===== src/rtl/norz_xpt_pkg.sv =====
// Shared types and constants for the prefix/T-state sequencer.
// Optional feature macro used by the sequencer: XPT_WAIT_EN.
package norz_xpt_pkg;

  localparam int XPT_W = 5;
  localparam logic [XPT_W-1:0] XPT_MAX = 5'd31;

  localparam logic [7:0] OP_PREFIX_DD = 8'hDD;
  localparam logic [7:0] OP_PREFIX_FD = 8'hFD;

  typedef enum logic {
    M1_FETCH = 1'b0,
    EXEC     = 1'b1
  } seq_state_t;

  // True for either index-register prefix byte.
  function automatic logic is_index_prefix(input logic [7:0] op);
    return (op == OP_PREFIX_DD) || (op == OP_PREFIX_FD);
  endfunction

endpackage


===== src/rtl/xpt_counter.sv =====
// T-state step counter: load-zero, increment, saturate at XPT_MAX with a
// sticky overflow flag that only reset clears.
module xpt_counter
  import norz_xpt_pkg::*;
(
  input  logic             clk,
  input  logic             reset,
  input  logic             load_zero,
  input  logic             inc,
  output logic [XPT_W-1:0] count,
  output logic             overflow
);

  // Load-zero beats increment; an increment at the ceiling holds and flags overflow.
  always_ff @(posedge clk) begin
    if (reset) begin
      count    <= '0;
      overflow <= 1'b0;
    end else if (load_zero) begin
      count <= '0;
    end else if (inc) begin
      if (count == XPT_MAX) begin
        overflow <= 1'b1;
      end else begin
        count <= count + 1'b1;
      end
    end
  end

endmodule


===== src/rtl/xpt_prefix_sequencer.sv =====
// Opcode-fetch / execute sequencer with DD/FD index-prefix latching.
// Optional macro XPT_WAIT_EN: when defined, wait_req freezes all state
// changes; when undefined, wait_req is accepted but has no effect.
module xpt_prefix_sequencer
  import norz_xpt_pkg::*;
(
  input  logic             clk,
  input  logic             reset,
  input  logic             step,
  input  logic             opcode_valid,
  input  logic [7:0]       opcode,
  input  logic             PR_Reset_XPT,
  input  logic             P2_Set_CM1,
  input  logic             P2_Reset_XIX,
  input  logic             P2_Reset_XIY,
  input  logic             wait_req,
  output logic [XPT_W-1:0] XPT,
  output logic [XPT_W-1:0] notXPT,
  output logic             CM1,
  output logic             is_Y,
  output logic             xix_active,
  output logic             enable_XIX,
  output logic             int_block,
  output logic             xpt_overflow
);

  seq_state_t state, state_next;
  logic       xix_flag, xix_next;
  logic       xiy_flag, xiy_next;
  logic       advance;
  logic       cnt_load_zero;
  logic       cnt_inc;
  logic       set_xix;
  logic       set_xiy;
  logic       start_exec;

`ifdef XPT_WAIT_EN
  assign advance = step & ~wait_req;
`else
  logic unused_wait_req;
  assign unused_wait_req = wait_req;
  assign advance         = step;
`endif

  // Next-state, flag updates and counter controls for one advancing step.
  always_comb begin
    state_next    = state;
    xix_next      = xix_flag;
    xiy_next      = xiy_flag;
    cnt_load_zero = 1'b0;
    cnt_inc       = 1'b0;
    set_xix       = 1'b0;
    set_xiy       = 1'b0;
    start_exec    = 1'b0;

    if (advance) begin
      if (state == M1_FETCH) begin
        if (opcode_valid) begin
          set_xix    = (opcode == OP_PREFIX_DD);
          set_xiy    = (opcode == OP_PREFIX_FD);
          start_exec = !is_index_prefix(opcode);
        end
        if (start_exec) begin
          state_next = EXEC;
          cnt_inc    = 1'b1;
        end else if (set_xix || set_xiy) begin
          cnt_load_zero = 1'b1;
        end
      end else begin
        cnt_inc = 1'b1;
      end

      if (PR_Reset_XPT || P2_Set_CM1) begin
        cnt_load_zero = 1'b1;
        cnt_inc       = 1'b0;
      end
      if (P2_Set_CM1) begin
        state_next = M1_FETCH;
      end

      if (P2_Reset_XIX) begin
        xix_next = 1'b0;
      end
      if (P2_Reset_XIY) begin
        xiy_next = 1'b0;
      end
      if (set_xix) begin
        xix_next = 1'b1;
        xiy_next = 1'b0;
      end
      if (set_xiy) begin
        xiy_next = 1'b1;
        xix_next = 1'b0;
      end
    end
  end

  // State and prefix flags; reset abandons any instruction in flight.
  always_ff @(posedge clk) begin
    if (reset) begin
      state    <= M1_FETCH;
      xix_flag <= 1'b0;
      xiy_flag <= 1'b0;
    end else begin
      state    <= state_next;
      xix_flag <= xix_next;
      xiy_flag <= xiy_next;
    end
  end

  xpt_counter u_xpt_counter (
    .clk       (clk),
    .reset     (reset),
    .load_zero (cnt_load_zero),
    .inc       (cnt_inc),
    .count     (XPT),
    .overflow  (xpt_overflow)
  );

  assign notXPT     = ~XPT;
  assign CM1        = (state == M1_FETCH);
  assign is_Y       = xiy_flag;
  assign xix_active = xix_flag | xiy_flag;
  assign enable_XIX = xix_active & (state == EXEC);
  assign int_block  = xix_active & (state == M1_FETCH);

endmodule


===== config.mk =====
export PLATFORM = sky130hd
export DESIGN_NAME = xpt_prefix_sequencer
export DESIGN_NICKNAME = d
export VERILOG_FILES = /design/src/rtl/norz_xpt_pkg.sv /design/src/rtl/xpt_counter.sv /design/src/rtl/xpt_prefix_sequencer.sv
export SDC_FILE = /design/constraint.sdc
export NUM_CORES = 1
export LEC_CHECK = 0
export ABC_AREA = 1
export CAP_MARGIN = 20
export CORE_AREA = 4 4 44 46
export DETAILED_ROUTE_END_ITERATION = 10
export DIE_AREA = 0 0 48 50
export PLACE_DENSITY = 0.89
export SKIP_CTS_REPAIR_TIMING = 1
export SLEW_MARGIN = 10
export SYNTH_ARGS = -nofsm -noshare
export SYNTH_HDL_FRONTEND = slang
export SYNTH_HIERARCHICAL = 1
export SYNTH_SLANG_ARGS = --single-unit

===== constraint.sdc =====
create_clock -name clk -period 2.3 [get_ports clk]
set_input_delay 0.575 -clock clk [delete_from_list [all_inputs] [get_ports clk]]
set_output_delay 0.575 -clock clk [all_outputs]
set_load 0.02 [all_outputs]

==> results.ini <==
[sta]
setup_violations = 0
finalWorstSetupSlack_ns = 0.266
finalHoldViolCount = 0
timing.setup.tns_ns = 0
worst_pin_slew_ns = 0.261
period_share_pct = 88.4
fmax_mhz = 492
drv_slew = 0
layout_min_cycle_time_ns = 2.03
rsz0062_at_grt = false
clock_skew_ns = 0.00198
slew_headroom_pct = 82.5

[grt]
grt_use_total_pct = 11.7
grt_max_degree = 7
antenna_found_initial = 0
overflow = 0
grt_pass1_wl_um = 2150
grt_pass1_vias = 572

[drt]
dr_total_vias = 635
drt_wl_total_um = 1400
routed_via_density = 4.54
ant_nets = 0
routedWlPerCell_um = 9.97
drc_errors = 0
drt_iter0_markers = 11
dr.pass1.iters = 6

[finish]
nNetsFinal = 144
mostFrequentLayoutCell = clkdlybuf4s50_1
final_core_util_pct = 61.9
drive_above_1_share_pct = 16.9
synthToLayoutAreaGrowth_pct = 64.1
diodes = 0
final_cell_mix = clkdlybuf4s50_1, nand2_1, inv_1, nor2_1, dfxtp_1

[outcome]
status = complete, no violations

[floorplanning]
die_h_um = 50
die_area_sq_um = 2400
rows = 14
die-width_um = 48
io_pins = 33
start_util_pct = 37.7
coreArea_sq_um = 1510

[setup_path]
reg2reg_depth = 9
crit_required_ns = 1.73
r2r_slack_ns = 0.86
reg2reg_to = u_xpt_counter/count[1]$_SDFFE_PP0P_
end_kind = primary output
r2r_start = u_xpt_counter/count[0]$_SDFFE_PP0P_
start_kind = flop
crit_type = reg2out
cp.arrival_ns = 1.46
worstPathMaxFanout = 4

[power]
power_density_nw_per_um2 = 371
combPwrFrac_pct = 19.1
power_w = 0.000346
p_switching_w = 0.0000840
leakagePower_nw = 0.364
power_frac_seq_pct = 46.3
p_clk_share_pct = 34.6
switching_share_pct = 24.3
irDropWorstVdd_mv = 0.342
intPower_w = 0.000262

[clock_network]
cts_tree = built
clock-root-buffer = clkbuf_4
cts_sinks = 9
path_clk_slew_ns = 0.06
cts_max_level = 1
clk_latency_ns = 0.26
numCtsBuffers = 3
clk_path_buf_depth = 2

[yosys]
avgSynthCellArea_sq_um = 6.46
synth_fp_nets = 107
netlist_instances = 88
synth_seq_cells = 9
syn_area_sq_um = 568
synth_cell_types = 17
yosysWarnings = 6
seq_area_frac_synth_pct = 31.7

[worst_hold_path]
whs_endpoint = xix_flag$_SDFFE_PP0P_
min_path_type = reg2reg
holdCritStartpoint = xix_flag$_SDFFE_PP0P_
hold-path-cell-count = 2

[place]
io_buffers = 31
hpwl_um = 1190
pre_cts_ws_ns = 0.134
finalWeightedCongestion = 0.835

[job]
maxCapViolCount = 0

-- per-stage QoR --
stage | instances | hold slack, ns | area (sq um)
floorplan | 88 | 0.455 | 568
global placement | 136 | 0.461 | 906
detailed placement | 136 | 0.475 | 906
CTS | 140 | 0.484 | 932
global route | 140 | 0.509 | 932
finish | 140 | 0.481 | 932
-- synth_stat cells --
| cell type | number | share of area (%) |
|---|---|---|
| a21oi_1 | 5 | 4.4 |
| dfxtp_1 | 9 | 32 |
| ha_1 | 2 | 4.4 |
| inv_1 | 14 | 9.3 |
| inv_2 | 4 | 2.6 |
| nand2_1 | 16 | 11 |
| nand2_2 | 3 | 3.3 |
| nand3_1 | 5 | 4.4 |
| nand3_2 | 2 | 3.5 |
| nand3b_1 | 1 | 1.3 |
| nand4_1 | 1 | 1.1 |
| nor2_1 | 14 | 9.3 |
| nor2_2 | 6 | 6.6 |
| nor2_4 | 1 | 2.0 |
| o21ai_0 | 2 | 1.8 |
| o21ai_1 | 2 | 1.8 |
| o21bai_2 | 1 | 2.0 |
-- cells by family (layout without fill, tap and decap cells) --
logic type | count (synthesis) | after routing | share of synthesized area, %
AO/OA/AOI/OAI | 10 | 10 | 9.91
adder cells (fa/ha/maj) | 2 | 2 | 4.40
AND/OR/NAND/NOR | 49 | 49 | 42.1
buffers and inverters | 18 | 54 | 11.9
flip-flops | 9 | 9 | 31.7
-- worst max-delay path, cell delays in order (launching register included) --
cell and delay [ns]:
dfxtp_1 0.40, inv_2 0.07, a21oi_1 0.11, clkdlybuf4s50_1 0.62
-- worst max path at each step --
stage / startpoint / to / slack [ns]
floorplan: opcode[7] / u_xpt_counter/count[2]$_SDFFE_PP0P_ / 0.70
global placement: opcode[5] / u_xpt_counter/count[2]$_SDFFE_PP0P_ / 0.14
detailed placement: opcode[1] / u_xpt_counter/count[2]$_SDFFE_PP0P_ / 0.13
CTS: state$_SDFFE_PP0P_ / enable_XIX / 0.24
global route: state$_SDFFE_PP0P_ / enable_XIX / 0.18
finish: state$_SDFFE_PP0P_ / enable_XIX / 0.27
-- state kept, by name, indices dropped and copies added, names as in the netlist --
name / flops
u_xpt_counter/count: 5
is_Y: 1
state: 1
u_xpt_counter/overflow: 1
xix_flag: 1
-- routing by layer --
metal,vias up,global-route usage [%],wire (um)
li1,340,-,-
met1,265,13.4,585
met2,30,20.0,646
met3,0,2.91,163
met4,0,4.04,0
met5,-,0,0
-- power groups by stage --
stage | clock network, W | logic [W] | registers [W]
6_report | 0.000120 | 0.0000661 | 0.000160
5_1_grt | 0.000136 | 0.0000720 | 0.000160
4_1_cts | 0.000128 | 0.0000665 | 0.000160
3_5_place_dp | 0 | 0.0000661 | 0.000164
3_3_place_gp | 0 | 0.0000650 | 0.000164
2_1_floorplan | 0 | 0.0000254 | 0.000165
-- cell type report --
class | instances | area [sq um]
Clock buffer | 4 | 26.3
Fill cell | 146 | 574
Inverter | 18 | 67.6
Multi-Input combinational cell | 61 | 320
Sequential cell | 9 | 180
Tap cell | 16 | 20.0
Timing Repair Buffer | 32 | 318
(Power assumes the default switching activity.)
